--- src/rtl/intra_4x4_mode_ctx_if.sv ---
// Block-mode input and coded-syntax output channels of intra_4x4_mode_ctx.
// Both channels transfer exactly on a clock edge where valid & ready are high;
// a producer holds its payload steady while valid is high and ready is low.
interface intra_4x4_mode_ctx_if;
    logic       blk_valid;
    logic       blk_ready;
    logic [3:0] blk_mode;
    logic       out_valid;
    logic       out_ready;
    logic [3:0] out_blk;
    logic [3:0] out_pred;
    logic       out_prev_flag;
    logic [2:0] out_rem;

    modport master (
        output blk_valid, blk_mode, out_ready,
        input  blk_ready, out_valid, out_blk, out_pred, out_prev_flag, out_rem
    );

    modport slave (
        input  blk_valid, blk_mode, out_ready,
        output blk_ready, out_valid, out_blk, out_pred, out_prev_flag, out_rem
    );
endinterface

--- src/rtl/intra_4x4_mode_ctx.sv ---
// Intra4x4 predicted-mode context: owns top line buffer, left column and MB mode matrix.
// Optional slice-aware availability is enabled with `define INTRA_MODE_SLICE_EN.
module intra_4x4_mode_ctx #(
    parameter int PIC_W_MB = 120,
    parameter int MBX_W    = 7,
    parameter int MBY_W    = 7
) (
    input  logic             clk,
    input  logic             rst_n,
    input  logic             mb_start,
    input  logic [MBX_W-1:0] mb_x,
    input  logic [MBY_W-1:0] mb_y,
    input  logic             mb_i4x4,
`ifdef INTRA_MODE_SLICE_EN
    input  logic             slice_start,
`endif
    intra_4x4_mode_ctx_if.slave bus,
    output logic             mb_done,
    output logic             busy,
    output logic [1:0]       dbg_state
);
    typedef enum logic [1:0] {IDLE, RUN, COMMIT} state_t;

    state_t             state;
    logic [3:0]         blk_cnt;
    logic [MBX_W-1:0]   cur_x;
    logic [MBY_W-1:0]   cur_y;
    logic               cur_i4x4;
    logic [3:0]         mat      [16];
    logic [3:0]         top_row  [4];
    logic [3:0]         left_col [4];
    logic [15:0]        linebuf  [PIC_W_MB];

    logic       accept, left_ok, top_ok, a_ok, b_ok, flag;
    logic [1:0] bx, by;
    logic [3:0] a_mode, b_mode, pred, mode_m1;
    logic [2:0] rem;

    function automatic logic [3:0] zidx(input logic [1:0] x, input logic [1:0] y);
        return {y[1], x[1], y[0], x[0]};
    endfunction

`ifdef INTRA_MODE_SLICE_EN
    logic [PIC_W_MB-1:0] top_avail;
    logic                left_avail;
    assign left_ok = (cur_x != '0) && left_avail;
    assign top_ok  = (cur_y != '0) && top_avail[cur_x];
`else
    assign left_ok = (cur_x != '0);
    assign top_ok  = (cur_y != '0);
`endif

    assign bus.blk_ready = (state == RUN) && (!bus.out_valid || bus.out_ready);
    assign accept        = bus.blk_valid && bus.blk_ready;
    assign busy          = (state != IDLE);
    assign dbg_state     = state;
    assign bx            = {blk_cnt[2], blk_cnt[0]};
    assign by            = {blk_cnt[3], blk_cnt[1]};

    // Neighbours inside the MB come from the matrix, edge neighbours from context.
    always_comb begin
        a_mode = left_col[by];
        a_ok   = left_ok;
        if (bx != 2'd0) begin
            a_mode = mat[zidx(bx - 2'd1, by)];
            a_ok   = 1'b1;
        end
        b_mode = top_row[bx];
        b_ok   = top_ok;
        if (by != 2'd0) begin
            b_mode = mat[zidx(bx, by - 2'd1)];
            b_ok   = 1'b1;
        end
        pred = 4'd2;
        if (a_ok && b_ok) pred = (a_mode < b_mode) ? a_mode : b_mode;
        flag    = (bus.blk_mode == pred);
        mode_m1 = bus.blk_mode - 4'd1;
        rem     = 3'd0;
        if (!flag) rem = (bus.blk_mode < pred) ? bus.blk_mode[2:0] : mode_m1[2:0];
    end

    always_ff @(posedge clk or negedge rst_n) begin
        if (!rst_n) begin
            state             <= IDLE;
            blk_cnt           <= 4'd0;
            cur_x             <= '0;
            cur_y             <= '0;
            cur_i4x4          <= 1'b0;
            mb_done           <= 1'b0;
            bus.out_valid     <= 1'b0;
            bus.out_blk       <= 4'd0;
            bus.out_pred      <= 4'd0;
            bus.out_prev_flag <= 1'b0;
            bus.out_rem       <= 3'd0;
`ifdef INTRA_MODE_SLICE_EN
            top_avail         <= '0;
            left_avail        <= 1'b0;
`endif
        end else begin
            mb_done <= 1'b0;
            if (accept) begin
                bus.out_valid     <= 1'b1;
                bus.out_blk       <= blk_cnt;
                bus.out_pred      <= pred;
                bus.out_prev_flag <= flag;
                bus.out_rem       <= rem;
            end else if (bus.out_ready) begin
                bus.out_valid <= 1'b0;
            end
            case (state)
                IDLE: if (mb_start) begin
                    cur_x    <= mb_x;
                    cur_y    <= mb_y;
                    cur_i4x4 <= mb_i4x4;
                    blk_cnt  <= 4'd0;
                    mb_done  <= !mb_i4x4;
                    state    <= mb_i4x4 ? RUN : COMMIT;
`ifdef INTRA_MODE_SLICE_EN
                    if (slice_start) begin
                        top_avail  <= '0;
                        left_avail <= 1'b0;
                    end
`endif
                end
                RUN: if (accept) begin
                    blk_cnt <= blk_cnt + 4'd1;
                    if (blk_cnt == 4'd15) begin
                        state   <= COMMIT;
                        mb_done <= 1'b1;
                    end
                end
                COMMIT: begin
                    state <= IDLE;
`ifdef INTRA_MODE_SLICE_EN
                    top_avail[cur_x] <= 1'b1;
                    left_avail       <= 1'b1;
`endif
                end
                default: state <= IDLE;
            endcase
        end
    end

    // Context storage is left unreset; an aborted MB never reaches COMMIT.
    always_ff @(posedge clk) begin
        if (state == IDLE && mb_start) begin
            for (int i = 0; i < 4; i++) top_row[i] <= linebuf[mb_x][4*i +: 4];
        end
        if (accept) mat[blk_cnt] <= bus.blk_mode;
        if (state == COMMIT) begin
            if (cur_i4x4) begin
                linebuf[cur_x] <= {mat[15], mat[14], mat[11], mat[10]};
                left_col[0]    <= mat[5];
                left_col[1]    <= mat[7];
                left_col[2]    <= mat[13];
                left_col[3]    <= mat[15];
            end else begin
                linebuf[cur_x] <= {4{4'd2}};
                for (int i = 0; i < 4; i++) left_col[i] <= 4'd2;
            end
        end
    end
endmodule

--- src/flat_wrapper.sv ---
// flat-port wrapper written by rule: the top's interface ports become plain ports
module intra_4x4_mode_ctx_flat 
#(
    parameter int PIC_W_MB = 120,
    parameter int MBX_W    = 7,
    parameter int MBY_W    = 7
)
  (clk, rst_n, mb_start, mb_x, mb_y, mb_i4x4, mb_done, busy, dbg_state, bus_blk_valid, bus_blk_mode, bus_out_ready, bus_blk_ready, bus_out_valid, bus_out_blk, bus_out_pred, bus_out_prev_flag, bus_out_rem);
  intra_4x4_mode_ctx_if bus_i ();
  input  logic clk;
  input  logic rst_n;
  input  logic mb_start;
  input  logic [MBX_W-1:0] mb_x;
  input  logic [MBY_W-1:0] mb_y;
  input  logic mb_i4x4;
  output logic mb_done;
  output logic busy;
  output logic [1:0] dbg_state;
  input wire logic [$bits(bus_i.blk_valid)-1:0] bus_blk_valid;
  input wire logic [$bits(bus_i.blk_mode)-1:0] bus_blk_mode;
  input wire logic [$bits(bus_i.out_ready)-1:0] bus_out_ready;
  output wire logic [$bits(bus_i.blk_ready)-1:0] bus_blk_ready;
  output wire logic [$bits(bus_i.out_valid)-1:0] bus_out_valid;
  output wire logic [$bits(bus_i.out_blk)-1:0] bus_out_blk;
  output wire logic [$bits(bus_i.out_pred)-1:0] bus_out_pred;
  output wire logic [$bits(bus_i.out_prev_flag)-1:0] bus_out_prev_flag;
  output wire logic [$bits(bus_i.out_rem)-1:0] bus_out_rem;
  assign bus_i.blk_valid = bus_blk_valid;
  assign bus_i.blk_mode = bus_blk_mode;
  assign bus_i.out_ready = bus_out_ready;
  assign bus_blk_ready = bus_i.blk_ready;
  assign bus_out_valid = bus_i.out_valid;
  assign bus_out_blk = bus_i.out_blk;
  assign bus_out_pred = bus_i.out_pred;
  assign bus_out_prev_flag = bus_i.out_prev_flag;
  assign bus_out_rem = bus_i.out_rem;
  intra_4x4_mode_ctx #(.PIC_W_MB(PIC_W_MB), .MBX_W(MBX_W), .MBY_W(MBY_W)) u_core (.clk(clk), .rst_n(rst_n), .mb_start(mb_start), .mb_x(mb_x), .mb_y(mb_y), .mb_i4x4(mb_i4x4), .bus(bus_i), .mb_done(mb_done), .busy(busy), .dbg_state(dbg_state));
endmodule
--- config.mk ---
export PLATFORM = sky130hd
export DESIGN_NAME = intra_4x4_mode_ctx_flat
export DESIGN_NICKNAME = d
export VERILOG_FILES = /design/src/rtl/intra_4x4_mode_ctx_if.sv /design/src/rtl/intra_4x4_mode_ctx.sv /design/src/flat_wrapper.sv
export SDC_FILE = /design/constraint.sdc
export NUM_CORES = 2
export LEC_CHECK = 0
export CORE_MARGIN = 10
export CORE_UTILIZATION = 25
export DETAILED_ROUTE_END_ITERATION = 12
export PLACE_DENSITY = 0.4
export SLEW_MARGIN = 10
export SYNTH_ARGS = -nofsm -noshare
export SYNTH_HDL_FRONTEND = slang
export SYNTH_SLANG_ARGS = --single-unit
--- constraint.sdc ---
create_clock -name clk -period 7.1 [get_ports clk]
set_input_delay 1.42 -clock clk [delete_from_list [all_inputs] [get_ports clk]]
set_output_delay 1.42 -clock clk [all_outputs]
set_load 0.02 [all_outputs]
* Yosys cells after proc, flatten, opt, wreduce, memory -nomap -nowiden
Memories as Yosys holds them, arrays and structs flattened.
Cells that the tools add are included.
** Storage, ports and cells
- ROM bits :: 0
- Register bits after elaboration :: 35
- Memory bits (writable) :: 2016
- Logic and storage cells :: 88
- Bits in latches :: 0
- Memories :: 4
- Input port bits :: 24
** Operators by class
- Reductions and logical operators :: 18
- Div/mod/pow operators :: 0
- Add/sub/neg operators :: 4
- Muxes and demuxes :: 37
- Equality and inequality tests :: 7
- Bitwise operators :: 5
- $mul :: 0
- Shift operators :: 0
- Magnitude comparators :: 2
** Memories
- u_core.linebuf :: words 120, bits a word 16, read ports 1, clocked after Yosys merged registers in 0, wr ports 1, line intra_4x4_mode_ctx.sv:32 : logic [15:0] linebuf [PIC_W_MB];
- u_core.mat :: words 16, bits a word 4, read ports 9, clocked after Yosys merged registers in 0, wr ports 1, line intra_4x4_mode_ctx.sv:29 : logic [3:0] mat [16];
- u_core.left_col :: words 4, bits a word 4, read ports 1, clocked after Yosys merged registers in 0, wr ports 4, line intra_4x4_mode_ctx.sv:31 : logic [3:0] left_col [4];
- u_core.top_row :: words 4, bits a word 4, read ports 1, clocked after Yosys merged registers in 0, wr ports 4, line intra_4x4_mode_ctx.sv:30 : logic [3:0] top_row [4];
** Operators with widths (number)
- 4-bit 2-to-1 mux :: 10
- 1-bit 2-to-1 mux :: 17
- 16-bit 2-to-1 mux :: 1
- 7-bit nonzero test :: 2
- 2-bit nonzero test :: 5
- 4-bit less-than comparator :: 2
- 2-bit 2-to-1 mux :: 4
- 4-bit one-hot mux with 2 select lines :: 1
- 3-bit 2-to-1 mux :: 2
- 3-bit AND reduction :: 2
- 1-bit bitwise OR :: 5
- 4-bit by 1-bit adder with 4-bit output (second input constant) :: 1
- 4-bit == test :: 1
- 4-bit == test (second input constant) :: 1
- 1-bit logical AND :: 4
- 2-bit inequality test (second input constant) :: 2
- 2-bit one-hot mux with 2 select lines :: 1
- 2-bit by 1-bit subtractor with 2-bit output (second input constant) :: 2
- 3-bit by 1-bit subtractor with 3-bit output (second input constant) :: 1
- 2-bit by 1-bit == test with 1-bit output (second input constant) :: 1
- 2-bit == test (second input constant) :: 1
- 1-bit logical NOT :: 2
- 2-bit logical NOT :: 1
- 2-bit by 1-bit inequality test with 1-bit output (second input constant) :: 1
- other kinds (3) :: 3

* Logic depth before layout (Yosys ltp)
An unclocked memory read counts as a cell.
- Word-level depth :: 9
- Depth in mapped cells :: 23

* Least setup slack after synthesis
Ideal clock, no wire load.
- Path kind :: register to register
- Start :: register u_core.blk_cnt[1]
- End :: register u_core.bus.out_rem[1]
- Library setup time :: 83 ps
- Slack :: 2095 ps
- Stages on the path, launching flop included :: 24
- Arrival time :: 4922 ps
- Data required time :: 7017 ps
- Path through :: dfrtp_1 -> buf_2 -> buf_4 -> buf_2 -> inv_1 -> ha_1 -> clkbuf_1 -> mux2i_1 -> a22oi_1 -> o21ai_0 -> ha_1 -> a21o_1 -> a2111oi_0 -> a31oi_1 -> a211oi_2 -> or2_2 -> o211a_1 -> ha_1 -> nor2b_1 -> o21a_1 -> o21a_1 -> nor2_1 -> mux2_2 -> o21ai_0
** On the way
- Cells in the longest elaborated chain, start to end :: 9
** RTL lines
- start, declared :: line intra_4x4_mode_ctx.sv:25 : logic [3:0] blk_cnt;
- start signal, assigned :: line intra_4x4_mode_ctx.sv:126 : blk_cnt <= blk_cnt + 4'd1;
- 2-bit by 1-bit subtractor with 2-bit output :: line intra_4x4_mode_ctx.sv:71 : b_mode = mat[zidx(bx, by - 2'd1)];
- memory 16 x 4 bit
- 4-bit 2-to-1 mux :: line intra_4x4_mode_ctx.sv:70 : if (by != 2'd0) begin
- 4-bit less-than comparator :: line intra_4x4_mode_ctx.sv:75 : if (a_ok && b_ok) pred = (a_mode < b_mode) ? a_mode : b_mode;
- 4-bit 2-to-1 mux :: line intra_4x4_mode_ctx.sv:75
- 4-bit 2-to-1 mux (*) :: line intra_4x4_mode_ctx.sv:75
- 4-bit less-than comparator :: line intra_4x4_mode_ctx.sv:79 : if (!flag) rem = (bus.blk_mode < pred) ? bus.blk_mode[2:0] : mode_m1[2:0];
- 3-bit 2-to-1 mux :: line intra_4x4_mode_ctx.sv:79
- 3-bit 2-to-1 mux (*) :: line intra_4x4_mode_ctx.sv:79
- end signal, assigned :: line intra_4x4_mode_ctx.sv:106 : bus.out_rem <= rem;
- end, declared :: line intra_4x4_mode_ctx_if.sv:22 : output blk_ready, out_valid, out_blk, out_pred, out_prev_flag, out_rem
Every way passes the cells marked *; elsewhere a longest branch is shown, timed or not.
A chain may end at the register's enable or synchronous reset.

* Worst setup path in the final report
- Start :: register u_core.blk_cnt[0]
- End :: register u_core.bus.out_rem[1]
** On the way
- Cells in the longest elaborated chain, start to end :: 9
** RTL lines
- 2-bit by 1-bit subtractor with 2-bit output :: line intra_4x4_mode_ctx.sv:65 : a_mode = mat[zidx(bx - 2'd1, by)];
- memory 16 x 4 bit
- 4-bit 2-to-1 mux :: line intra_4x4_mode_ctx.sv:64 : if (bx != 2'd0) begin
- 4-bit less-than comparator :: line intra_4x4_mode_ctx.sv:75
- 4-bit 2-to-1 mux :: line intra_4x4_mode_ctx.sv:75
- 4-bit 2-to-1 mux (*) :: line intra_4x4_mode_ctx.sv:75
- 4-bit less-than comparator :: line intra_4x4_mode_ctx.sv:79
- 3-bit 2-to-1 mux :: line intra_4x4_mode_ctx.sv:79
- 3-bit 2-to-1 mux (*) :: line intra_4x4_mode_ctx.sv:79
Marks and branches as above.

==> flow_metrics.py <==
metrics = {
    "min_path": {
        "worstHoldStart": "u_core.left_col[2][3]",
        "min_path_cells": 2,
        "hold_path_end": "u_core.left_col[2][3]",
        "hold_class": "register to register",
    },
    "clocking": {
        "cts_setup_buffers": 0,
        "postCtsResizedCells": 0,
        "cts_buffers": 230,
        "cts.clk_slew.worst_paths_ns": 0.06,
        "ctsHoldBuffers": 0,
        "clock_sinks": 2051,
        "htree_levels": 4,
        "insertion_delay_ns": 0.89,
        "cts_tree": "built",
        "cts-root-buf": "clkbuf_16",
        "cts_buffer_depth": 4,
    },
    "sta": {
        "setup_viol": 0,
        "slew_violations": 0,
        "fin_worst_skew_ns": 0.0581,
        "max_slew_margin_pct": 20.7,
        "final_hold_viol_count": 0,
        "final.min_clock_period_ns": 5.53,
        "max_freq_mhz": 181,
        "post-route-period-util_pct": 77.8,
        "tightest_slew_ns": 1.19,
        "rsz0062_at_grt": "false",
        "fin_setup_tns_ns": 0,
    },
    "yosys": {
        "synth_fa_ha_area_share_pct": 0.235,
        "yosys_warnings": 0,
        "synth_compound_area_share_pct": 1.12,
        "synth_top_area_cell": "edfxtp_1",
        "yosys.area_share.simple_pct": 1.96,
        "syn-mean-instance-area_sq_um": 23.0,
        "synth_edf_count": 2004,
        "synth_top_family_by_area": "multiplexers",
        "post_synth_mux_area_share_pct": 18.7,
        "synthDistinctLibCells": 54,
        "syn_inst": 3477,
        "syn_area_sq_mm": 0.0799,
        "ys_seq_area_share_pct": 76.7,
        "netlist.area_leader.share_pct": 75.3,
        "synthXorXnorAreaFrac_pct": 0.0439,
        "synth_area_leaders": "edfxtp_1, mux4_2, dfrtp_1, mux2i_1, mux2_2",
        "synthArstFlopShare_pct": 1.71,
        "ys_ff_latch": 2051,
        "synth-main-ff-cell": "edfxtp_1",
        "synth_fp_nets": 3516,
    },
    "drt": {
        "firstDrtPassIters": 5,
        "via_count": 36800,
        "wl_per_cell_microns": 27.6,
        "drt.antenna.violating_nets": 0,
        "drcViolationCount": 0,
        "routed_wl_mm": 224,
        "drt-vias-per-instance": 4.53,
        "drt_iter0_drc": 3559,
    },
    "critical_path": {
        "reg2regPathDepth": 17,
        "path_class": "register to register",
        "r2r_slack_ns": 1.57,
        "crit_path_max_fanout": 25,
        "worstPathArrival_ns": 6.31,
        "reg2reg_to": "u_core.bus.out_rem[1]",
        "crit_path_start": "u_core.blk_cnt[0]",
        "r2r_start": "u_core.blk_cnt[0]",
        "start_kind": "register",
        "crit_path_end_kind": "register",
        "critPathRequiredTime_ns": 7.89,
    },
    "floorplan": {
        "initial_core_util_pct": 25.1,
        "die_area_sq_mm": 0.343,
        "core-area_sq_mm": 0.318,
        "dieHeight_microns": 585,
        "rows": 207,
        "chipWidth_microns": 585,
        "io_pins": 42,
    },
    "global_routing": {
        "grt_overflow_total": 0,
        "grt_max_degree": 89,
        "use_met1_pct": 18.5,
        "grt_pass1_vias": 38800,
        "use_met2_pct": 20.5,
        "grtUsageMet3_pct": 1.80,
        "busiest_layer": "met2",
        "antenna_found_initial": 13,
        "grt_pass1_wl_mm": 318,
        "grtUsageTotal_pct": 12.8,
    },
    "finish": {
        "area_delta_synth_final_pct": 17.8,
        "postLayoutCoreUtil_pct": 29.6,
        "layoutNonFillerInstCount": 8128,
        "final_common_cell": "edfxtp_1",
        "fillers": 30800,
        "num-nets-final": 3792,
        "drive_gt1_share_pct": 33.1,
        "mostFrequentLayoutCells": "edfxtp_1, mux4_2, clkbuf_16",
    },
    "power": {
        "combPwrFrac_pct": 8.9,
        "seq_power_share_pct": 49.1,
        "ir_drop_mv": 0.189,
        "leakage_nw": 28.8,
        "p_switching_w": 0.00654,
        "swShare_pct": 23.5,
        "pwr-share-clk_pct": 42.0,
        "p_per_area_mw_per_mm2": 296,
        "power.internal_w": 0.0213,
    },
    "run": {
        "cap_violations": 0,
    },
    "place": {
        "dpl.hpwl_mm": 132,
        "io_buffers": 41,
        "placed_cells": 7701,
        "gp_congestion": 0.768,
    },
    "run_status": {
        "status": "finished, final reports clean",
    },
}
[power groups by stage]
stage	clock, W	sequential (W)	combinational (W)
detailed placement	0	0.0139	0.00253
global route	0.0125	0.0137	0.00268
global placement	0	0.0139	0.00254
finish	0.0117	0.0137	0.00249
floorplan	0	0.0139	0.00156
CTS	0.0121	0.0137	0.00254
[worst max-delay path, cell delays in order, from the launching register on]
cell	delay, ns
dfrtp_2	0.68
buf_4	0.47
mux4_2	0.55
mux4_2	0.48
mux2_2	0.29
ha_1	0.31
a2111oi_0	0.42
a31oi_1	0.11
a211oi_2	0.40
or2_2	0.19
o211a_1	0.16
ha_1	0.24
nor2b_1	0.14
o21a_1	0.16
o21a_1	0.18
nor2_1	0.16
mux2_2	0.36
o21ai_0	0.13
[worst max-delay path by stage]
stage                     slack (ns)                     to  cells after the start
after floorplan                 2.10  u_core.bus.out_rem[1]                     23
after detailed placement        1.55  u_core.bus.out_rem[1]                     17
after global placement          1.53  u_core.bus.out_rem[1]                     17
after global routing            1.25  u_core.bus.out_rem[1]                     17
final                           1.57  u_core.bus.out_rem[1]                     17
after CTS                       1.52  u_core.bus.out_rem[1]                     17
[cell type report]
| type | count | area [sq um] | share of cell area (%) |
|---|---|---|---|
| diodes | 11 | 27.5 | 0.0293 |
| clock inverters | 125 | 1220 | 1.30 |
| clock buffers | 291 | 6070 | 6.45 |
| flip-flops and latches | 2051 | 61300 | 65.1 |
| inverters | 16 | 60.1 | 0.0638 |
| repair buffers | 234 | 2150 | 2.28 |
| multi-input cells | 1220 | 18100 | 19.2 |
| well taps | 4180 | 5230 | 5.56 |
[through the flow]
stage	power, W	hold slack (ns)	area [sq um]	worst slack [ns]
floorplan	0.0154	0.410	79900	2.10
global placement	0.0164	0.431	86800	1.53
detailed placement	0.0164	0.431	86800	1.55
CTS	0.0283	0.439	94100	1.52
global route	0.0289	0.457	94100	1.25
finish	0.0278	0.440	94100	1.57
[flip-flops by register name (all words and copies together) (netlist names), 2 cells and up]
register             cells
u_core.bus.out_blk       4
u_core.cur_y             7
u_core.cur_x             7
u_core.top_row          16
u_core.mat              64
u_core.dbg_state         2
u_core.bus.out_pred      4
u_core.blk_cnt           4
u_core.linebuf        1920
u_core.bus.out_rem       3
u_core.left_col         16
[metal layers]
metal	routed length, microns	share of wire [%]
met4	4650	2.1
met2	106000	47
met5	0	0
met1	105000	47
met3	9470	4.2
[cell families after synthesis]
kind of cell	Yosys count
buffers and inverters	206
DFF	2051
and+or+nand+nor	347
AOI/OAI and AO/OA	129
adders and majority gates	15
xor gates and xnor gates	4
muxes	725
[cell usage after synthesis (all sizes together) (4+ instances only)]
library cell / number
a21oi: 12
a221oi: 9
a22oi: 14
a31o: 6
a31oi: 9
and2: 22
buf: 115
clkbuf: 75
dfrtp: 35
dfxtp: 12
edfxtp: 2004
ha: 15
inv: 16
mux2: 50
mux2i: 64
mux4: 611
nand2: 88
nand2b: 10
nand3: 25
nor2: 144
nor2b: 29
nor3: 6
o2111ai: 5
o211ai: 10
o21a: 4
o21ai: 31
o221ai: 8
o22ai: 10
or2: 10
No activity file was read; power rests on OpenSTA's default activity.
